**config.mk**
```make
export PLATFORM = sky130hd
export DESIGN_NAME = pipelined_carryskip_adder
export DESIGN_NICKNAME = d
export VERILOG_FILES = /design/src/rtl/csa_pkg.sv /design/src/rtl/csa_block.sv /design/src/rtl/pipelined_carryskip_adder.sv
export SDC_FILE = /design/constraint.sdc
export NUM_CORES = 1
export LEC_CHECK = 0
export BUFFER_PORTS_ARGS = -buffer_cell sky130_fd_sc_hd__buf_2
export CORE_MARGIN = 2
export CORE_UTILIZATION = 41
export CTS_CLUSTER_DIAMETER = 40
export DETAILED_ROUTE_END_ITERATION = 8
export GPL_ROUTABILITY_DRIVEN = 0
export PLACE_DENSITY = 0.62
export SYNTH_ARGS = -nofsm -noshare
export SYNTH_HDL_FRONTEND = slang
export SYNTH_SLANG_ARGS = --single-unit
```
**constraint.sdc**
```tcl
create_clock -name clk -period 3 [get_ports clk]
set_input_delay 0.45 -clock clk [delete_from_list [all_inputs] [get_ports clk]]
set_output_delay 0.45 -clock clk [all_outputs]
set_load 0.01 [all_outputs]
```
**src/rtl/csa_pkg.sv**
```systemverilog
// Shared constants and helpers for the pipelined carry-skip adder/subtractor.
package csa_pkg;

  localparam logic OP_ADD = 1'b0;
  localparam logic OP_SUB = 1'b1;

  // Subtraction is a + ~b + 1, so the stage-0 carry-in is forced high in SUB.
  function automatic logic stage0_cin(input logic op, input logic cin);
    return (op == OP_SUB) ? 1'b1 : cin;
  endfunction

endpackage

```
**src/rtl/csa_block.sv**
```systemverilog
// Combinational BLK_W-bit ripple block with a carry-skip bypass mux.
module csa_block #(
  parameter int BLK_W = 2
) (
  input  logic [BLK_W-1:0] a,
  input  logic [BLK_W-1:0] b,
  input  logic             cin,
  output logic [BLK_W-1:0] sum,
  output logic             cout,
  output logic             ctop
);

  genvar gi;

  logic [BLK_W:0]   rc;
  logic [BLK_W-1:0] p;
  logic             blk_p;

  assign rc[0] = cin;

  for (gi = 0; gi < BLK_W; gi++) begin : rip
    assign p[gi]      = a[gi] ^ b[gi];
    assign sum[gi]    = p[gi] ^ rc[gi];
    assign rc[gi + 1] = (a[gi] & b[gi]) | (p[gi] & rc[gi]);
  end

  // When every bit propagates, the incoming carry bypasses the ripple chain.
  assign blk_p = &p;
  assign cout  = blk_p ? cin : rc[BLK_W];
  assign ctop  = rc[BLK_W-1];

endmodule

```
**src/rtl/pipelined_carryskip_adder.sv**
```systemverilog
// Pipelined carry-skip adder/subtractor: one SEG_W segment resolved per stage,
// global stall under output backpressure.
module pipelined_carryskip_adder
  import csa_pkg::*;
#(
  parameter int WIDTH = 16,
  parameter int SEG_W = 4,
  parameter int BLK_W = 2
) (
  input  logic             clk,
  input  logic             rst_n,
  input  logic             in_valid,
  output logic             in_ready,
  input  logic [WIDTH-1:0] in_a,
  input  logic [WIDTH-1:0] in_b,
  input  logic             in_cin,
  input  logic             in_op,
  output logic             out_valid,
  input  logic             out_ready,
  output logic [WIDTH-1:0] out_sum,
  output logic             out_cout,
  output logic             out_ovf
);

  localparam int NSEG = WIDTH / SEG_W;
  localparam int NBLK = SEG_W / BLK_W;

  genvar gi, bi;

  logic stall;
  logic ovf_reg;

  for (gi = 0; gi < NSEG; gi++) begin : stg
    localparam int LO  = gi * SEG_W;
    localparam int HI  = LO + SEG_W;
    localparam int PW  = WIDTH - LO;
    localparam int PWO = WIDTH - HI;
    // Stage record layout: {pending b, pending a, carry, sum[HI-1:0]}
    localparam int DW  = 2 * PWO + HI + 1;

    logic [PW-1:0]    op_a;
    logic [PW-1:0]    op_b;
    logic             c_in;
    logic             v_in;
    logic [NBLK:0]    bc;
    logic [NBLK-1:0]  ctop;
    logic [SEG_W-1:0] seg_sum;
    logic             seg_ovf;
    logic             unused_ctop;
    logic [DW-1:0]    data_next;
    logic [DW-1:0]    data_reg;
    logic             valid_reg;

    if (gi == 0) begin : src
      assign op_a = in_a;
      assign op_b = (in_op == OP_SUB) ? ~in_b : in_b;
      assign c_in = stage0_cin(in_op, in_cin);
      assign v_in = in_valid;
    end else begin : src
      assign op_a = stg[gi-1].data_reg[LO + 1 +: PW];
      assign op_b = stg[gi-1].data_reg[LO + 1 + PW +: PW];
      assign c_in = stg[gi-1].data_reg[LO];
      assign v_in = stg[gi-1].valid_reg;
    end

    assign bc[0] = c_in;

    for (bi = 0; bi < NBLK; bi++) begin : blk
      csa_block #(.BLK_W(BLK_W)) u_blk (
        .a    (op_a[bi*BLK_W +: BLK_W]),
        .b    (op_b[bi*BLK_W +: BLK_W]),
        .cin  (bc[bi]),
        .sum  (seg_sum[bi*BLK_W +: BLK_W]),
        .cout (bc[bi+1]),
        .ctop (ctop[bi])
      );
    end

    // Only the final stage's segment MSB carries feed the overflow flag.
    assign seg_ovf     = ctop[NBLK-1] ^ bc[NBLK];
    assign unused_ctop = &{1'b0, ctop, seg_ovf};

    if (gi == 0 && PWO > 0) begin : pk
      assign data_next = {op_b[PW-1:SEG_W], op_a[PW-1:SEG_W], bc[NBLK], seg_sum};
    end else if (gi == 0) begin : pk
      assign data_next = {bc[NBLK], seg_sum};
    end else if (PWO > 0) begin : pk
      assign data_next = {op_b[PW-1:SEG_W], op_a[PW-1:SEG_W], bc[NBLK], seg_sum,
                          stg[gi-1].data_reg[LO-1:0]};
    end else begin : pk
      assign data_next = {bc[NBLK], seg_sum, stg[gi-1].data_reg[LO-1:0]};
    end

    always_ff @(posedge clk or negedge rst_n) begin
      if (!rst_n) begin
        valid_reg <= 1'b0;
        data_reg  <= '0;
      end else if (!stall) begin
        valid_reg <= v_in;
        data_reg  <= data_next;
      end
    end
  end

  always_ff @(posedge clk or negedge rst_n) begin
    if (!rst_n) begin
      ovf_reg <= 1'b0;
    end else if (!stall) begin
      ovf_reg <= stg[NSEG-1].seg_ovf;
    end
  end

  assign out_valid = stg[NSEG-1].valid_reg;
  assign out_sum   = stg[NSEG-1].data_reg[WIDTH-1:0];
  assign out_cout  = stg[NSEG-1].data_reg[WIDTH];
  assign out_ovf   = ovf_reg;

  assign stall    = out_valid && !out_ready;
  assign in_ready = !stall;

endmodule

```
==> summary.md, run 1 <==
| Metric | Value |
|---|---|
| Num CTS Buffers | 9 |
| Final hold violations | 0 |
| Peak supply drop | 285 uV |
| Crit path launch | stg[2].data_reg[13]$_DFFE_PN0N_ |
| Die X | 109 um |
| Max reg flops | 92 |
| Max-cap violations | 0 |
| Avg Cell Area, Syn | between 9 and 10 um^2 |
| DRT iter0 DRCs | 112 |
| Worst setup EP type | register |
| Gr busiest metal | met2 |
| Cell variety after synth | 26 |
| Die Height | 109 um |
| Worst-Margin Slew | approximately 0.82 ns |
| Synthesis-to-finish area growth | 12.6% |
| Crit path max fanout | 2 |
| Worst Reg-to-Reg Cells | 13 |
| Vias in the first global route | between 3000 and 4000 |
| Post-Route Setup TNS | 0 ns |
| Slew Limit Fails | 0 |
| Slew headroom | 0.452 |
| Input/output buffers | 57 |
| Std-Cell Core Area | 10700 um^2 |
| Starting Density | 0.418 |
| Routing usage on met2 | 0.234 |
| Worst path required time | 3.25 ns |
| Later-pin clock latency in the skew report | 0.36 ns |
| RSZ-0062 raised after global routing | false |
| Synth warn | 0 |
| CTS tree | yes |
| DPL Wire Length | 5390 um |
| Initial antenna violation count | 0 |
| Clock skew | 0.00982 ns |
| # Post-CTS Setup Buffers | 0 |
| IO Count | a little under 60 |
| Hold Buf Count CTS | 0 |
| Layout cell share with drive strength beyond 1 | 0.162 |
| Largest net degree at the start of global routing | 87 |
| Mapped cell area | about 4500 um^2 |
| Crit path DAT | 2.97 ns |
| RR Startpoint | stg[2].data_reg[13]$_DFFE_PN0N_ |
| First-pass DRT Iterations | 4 |
| Rows | 38 |
| Hold WC Path Type | primary input to async pin |
| Startpoint types | register |
| Flop2flop setup slack | 0.28 ns |
| Global-route wire length before repair | approximately 14000 um |
| Routed Antenna Nets | 0 |
| DRC Markers | 0 |
| Total grt overflow | 0 |
| Outcome | completed |
| Vias/cell | 4.49 |
| Clock Sink Count | 97 |
| Clk buf depth | 2 |
| Final Cycle Share | 0.907 |
| WL/cell | 11.7 um |
| Worst-path clk slew | roughly 0.090 ns |
| Sequential element share of the synthesized area | 0.541 |
| Number of diodes | 0 |
| Register bit total from synthesis | 97 |
| Met1 GRT Util | 0.195 |
| Via count | 2988 |
| # H-tree levels | 3 |
| Die area | 11800 um^2 |
| LEAKAGE | 2.65 nW |
| Total detailed-routing wirelength | 7780 um |
| Resized Gates After CTS | 0 |
| Post-Syn Nets | 542 |
| Area of placed instances | 4870 um^2 |
| Final min period | 2.72 ns |
| Final setup fails | 0 |
| NumNets Final | between 500 and 600 |
| Global routing met3 resource utilization | 0.0323 |
| CP Class | register to register |
| Design area | 5060 um^2 |
| Cells after Synth | 472 |
| F_max | roughly 0.37 GHz |
| Power density over the cells | 973 nW/um^2 |
| Clk root buf | clkbuf_8 |
| GRT Total Usage | 0.147 |
## area by class of cell
class,instances,area (um^2)
Sequential cell,97,2430
Clock buffer,10,128
Multi-Input combinational cell,323,1820
Clock inverter,5,57.6
Inverter,29,109
Timing Repair Buffer,61,343
Fill cell,1082,5690
Tap cell,140,175
## cell families after synthesis
kind of cell             count (synthesis)  share of synthesized area
AO/OA/AOI/OAI                           43                     0.0543
XOR/XNOR                                17                     0.0332
adder cells (fa/ha/maj)                 32                      0.116
buffers and inverters                   52                     0.0560
flip-flops                              97                      0.541
multiplexers                             3                    0.00752
AND/OR/NAND/NOR                        228                      0.193
## report_power, final
group | leakage (nW) | total (W) | switching [W] | internal (W)
Sequential | 1.17 | 0.00223 | 0.000337 | 0.00190
Combinational | 1.40 | 0.00188 | 0.00110 | 0.000776
Clock | 0.0844 | 0.000808 | 0.000428 | 0.000379
## Yosys cell counts
cell type	instances	area, um^2
a21boi_2	1	11.3
ha_1	16	200
nand2_1	215	807
xnor2_1	11	96.3
fa_1	16	320
nor2_1	9	33.8
nor2b_1	1	6.26
buf_4	2	15.0
inv_1	28	105
dfrtp_1	97	2430
a21oi_2	1	8.76
a21bo_2	1	10.0
o21ai_0	26	130
nor2_2	1	6.26
mux2_2	3	33.8
inv_2	1	3.75
a21boi_0	1	7.51
xor2_1	6	52.6
a21oi_1	11	55.1
clkbuf_1	2	7.51
nand3_1	1	5.00
buf_6	4	45.0
a41oi_2	1	16.3
nand2b_1	1	6.26
o21ai_1	1	5.00
buf_2	15	75.1
## cells in the final DEF (no fill, tap or decap), types with 2 or more instances in the layout
cell type   count
a21oi_1        11
ha_1           16
buf_12          2
nor2_1          9
o21ai_0        26
buf_2          56
clkbuf_8        9
inv_1          28
clkinvlp_4      3
dfrtp_1        97
xor2_1          6
fa_1           16
mux2_2          3
buf_4           3
xnor2_1        11
nand2_1       215
## per-stage QoR
step / utilization / std cells / setup slack (ns) / total power [W] / hold WS (ns)
finish: 0.471 / 665 / 0.280 / 0.00492 / 0.132
global route: 0.471 / 665 / 0.0478 / 0.00542 / 0.182
CTS: 0.471 / 665 / 0.270 / 0.00501 / 0.146
detailed placement: 0.454 / 650 / 0.0935 / 0.00419 / 0.451
global placement: 0.454 / 650 / 0.185 / 0.00408 / 0.446
floorplan: - / 472 / 0.117 / 0.00362 / 0.154
## worst paths after layout
kind / end
worst max-delay path: out_ovf$_DFFE_PN0N_
worst min-delay path: stg[0].data_reg[27]$_DFFE_PN0N_
worst max register to register: out_ovf$_DFFE_PN0N_
worst min register to register: stg[3].data_reg[10]$_DFFE_PN0N_
max in group asynchronous: stg[3].data_reg[2]$_DFFE_PN0N_
min in group clk: stg[0].data_reg[7]$_DFFE_PN0N_
## metal layers
metal,up-vias,wire length (um),share of wire
li1,1526,-,-
met1,1399,3800,0.49
met2,52,3520,0.45
met3,11,328,0.042
met4,0,142,0.018
met5,-,0,0
## worst max-delay path, cell delays in order, from the launching register on
cell and delay (ns):
dfrtp_1 0.36, inv_1 0.08, fa_1 0.42, inv_1 0.08, fa_1 0.15, a21bo_2 0.23, nand2_1 0.09, fa_1 0.21
inv_1 0.06, fa_1 0.34, a21boi_0 0.15, a41oi_2 0.21, xnor2_1 0.16, a21oi_2 0.07
No activity file was read; power rests on OpenSTA's default activity.
==> run 2, diff against run 1 <==
- CTS_CLUSTER_SIZE: unset -> 30
- PLACE_DENSITY: 0.62 -> 0.61
==> run 2 against run 1 <==
- sequential cell count unchanged
- utilization increased by 0.14 points
- global-route usage increased by 0.13 points
==> summary.md, run 2 (same netlist as run 1, synthesis figures left out) <==
| Metric | Value |
|---|---|
| RSZ-0062 raised after global routing | false |
| Slew Limit Fails | 0 (unchanged) |
| Routed Antenna Nets | 0 (unchanged) |
| Met1 GRT Util | 0.205 (+0.00986) |
| Number of diodes | 0 (unchanged) |
| Final setup fails | 0 (unchanged) |
| Pint | 0.00304 W (-0.43%) |
| Max reg flops | 92 (unchanged) |
| Rows | 38 (unchanged) |
| Clk root buf | clkbuf_8 |
| CTS tree | yes |
| Design area | 5070 um^2 (+0.30%) |
| DRT iter0 DRCs | 107 (-4.5%) |
| Commonest non-fill, non-tap cell in the layout | nand2_1 |
| F_max | 0.363 GHz (-1.2%) |
| IO Count | 58 (unchanged) |
| LEAKAGE | 2.66 nW (+0.44%) |
| Total grt overflow | 0 (unchanged) |
| Crit path max fanout | 2 (unchanged) |
| Leading cell types in the layout, fill and taps excluded | nand2_1 (215), dfrtp_1 (97), buf_2 (56), inv_1 (28), o21ai_0 (26) |
| Synthesis-to-finish area growth | 13.0% |
| Num CTS Buffers | 9 (unchanged) |
| Hold WC Path Type | primary input to async pin |
| Layout cell share with drive strength beyond 1 | 0.165 (+0.00349) |
| # H-tree levels | 3 (unchanged) |
| Total detailed-routing wirelength | 7700 um (-1.1%) |
| Sw Ratio | 0.382 (+0.00211) |
| Global-route wire length before repair | 13800 um (+1.2%) |
| Global routing met3 resource utilization | 0.0269 (-0.00538) |
| Outcome | completed |
| Max-cap violations | 0 (unchanged) |
| Clock skew | 0.00842 ns (-0.00141 ns) |
| First-pass DRT Iterations | 4 (unchanged) |
| Power density over the cells | 969 nW/um^2 (-0.39%) |
| Crit path DAT | 2.99 ns (+0.02 ns) |
| Post-Route Setup TNS | 0 ns (unchanged) |
| Gr busiest metal | met2 |
| Area of placed instances | 4890 um^2 (+0.41%) |
| Worst-Margin Slew | 0.716 ns (-0.106 ns) |
| Slew headroom | 0.523 (+0.0708) |
| Final Cycle Share | 0.918 (+0.0109) |
| Input/output buffers | 57 (unchanged) |
| DPL Wire Length | 5330 um (-1.2%) |
| Die Height | 109 um (unchanged) |
| CP Class | register to register |
| Sequential share of power | 0.455 (about the same) |
| Final min period | 2.75 ns (+0.0328 ns) |
| Starting Density | 0.418 (unchanged) |
| Combinational power share | 0.389 (+0.007) |
| Vias in the first global route | 3027 (-1.3%) |
| Peak supply drop | 351 uV (+23%) |
| Final hold violations | 0 (unchanged) |
| Clock power frac | 0.156 (-0.008) |
| Later-pin clock latency in the skew report | 0.36 ns (about the same) |
| Via count | 2962 (-0.87%) |
| Routing usage on met2 | 0.225 (-0.00893) |
| Worst setup EP type | register |
| Clock Sink Count | 97 (unchanged) |
| Worst-path clk slew | 0.09 ns (about the same) |
| Vias/cell | 4.45 (-1.0%) |
| NumNets Final | 592 (+0.17%) |
| Resized Gates After CTS | 0 (unchanged) |
| # fillers | 1086 (+0.37%) |
| Hold Buf Count CTS | 0 (unchanged) |
| WL/cell | 11.6 um (-1.3%) |
| # Post-CTS Setup Buffers | 0 (unchanged) |
| Initial antenna violation count | 0 (unchanged) |
| Largest net degree at the start of global routing | 87 (unchanged) |
| Clk buf depth | 2 (unchanged) |
| Die area | 11800 um^2 (unchanged) |
| Die X | 109 um (unchanged) |
| Worst path required time | 3.24 ns (about the same) |
| Std-Cell Core Area | 10700 um^2 (unchanged) |
| Startpoint types | register |
| GRT Total Usage | 0.149 (+0.00129) |
| DRC Markers | 0 (unchanged) |
| Switching Power | 0.00188 W (+0.46%) |
[run 2: cell types whose count changed in the layout (fill, tap and decap cells not counted)]
cell and delta:
buf_12 +1, bufinv_16 -1, clkinv_4 +1, clkbuf_1 -1, clkinvlp_4 -1, clkbuf_8 +2
[run 2: final cells by class]
type | count | area (um^2) | share of cell area
sequential | 97 | 2430 | 0.478
clock buffer | 11 | 151 | 0.0298
tap | 140 | 175 | 0.0345
timing repair buffer | 62 | 363 | 0.0715
inverter | 29 | 109 | 0.0215
multi-input combinational | 323 | 1820 | 0.359
clock inverter | 4 | 28.8 | 0.00567
[run 2: power by group through the flow]
stage,Combinational [W],Sequential (W),Clock [W]
detailed placement,0.00195,0.00227,0
finish,0.00191,0.00223,0.000769
global route,0.00224,0.00232,0.000848
global placement,0.00187,0.00224,0
floorplan,0.00136,0.00225,0
CTS,0.00196,0.00224,0.000801
[run 2: through the flow]
step,hold WS [ns],instances,setup WS (ns),utilization,total power (W)
6_report,0.145,666,0.247,0.472,0.00492
5_1_grt,0.203,666,0.0815,0.472,0.00541
4_1_cts,0.160,666,0.235,0.472,0.00500
3_5_place_dp,0.450,651,0.180,0.455,0.00422
3_3_place_gp,0.446,651,0.259,0.455,0.00411
2_1_floorplan,0.154,472,0.117,-,0.00362
[run 2: worst max-delay path, cell delays in order (launching register included)]
cell and delay [ns]:
dfrtp_1 0.40, inv_1 0.10, fa_1 0.17, inv_1 0.05
fa_1 0.35, a21bo_2 0.22, nand2_1 0.07, fa_1 0.40
inv_1 0.09, fa_1 0.15, a21boi_0 0.27, a41oi_2 0.09
xnor2_1 0.21, a21oi_2 0.07
[run 2: layer usage]
layer  vias to the layer above  part of all wire
li1                       1531                 -
met1                      1369              0.51
met2                        49              0.43
met3                        13             0.041
met4                         0             0.024
met5                         -                 0
[run 2: worst paths after layout]
kind / start / cells past startpoint / slack (ns) / endpoint
worst max register to register: stg[2].data_reg[17]$_DFFE_PN0N_ / 13 / 0.25 / out_ovf$_DFFE_PN0N_
min in group clk: in_a[10] / 3 / 0.28 / stg[0].data_reg[11]$_DFFE_PN0N_
max in group asynchronous: rst_n / 2 / 2.19 / stg[3].data_reg[7]$_DFFE_PN0N_
worst max-delay path: stg[2].data_reg[17]$_DFFE_PN0N_ / 13 / 0.25 / out_ovf$_DFFE_PN0N_
worst min-delay path: rst_n / 1 / 0.15 / stg[0].data_reg[26]$_DFFE_PN0N_
worst min register to register: stg[3].data_reg[0]$_DFFE_PN0N_ / 2 / 0.46 / stg[3].data_reg[0]$_DFFE_PN0N_
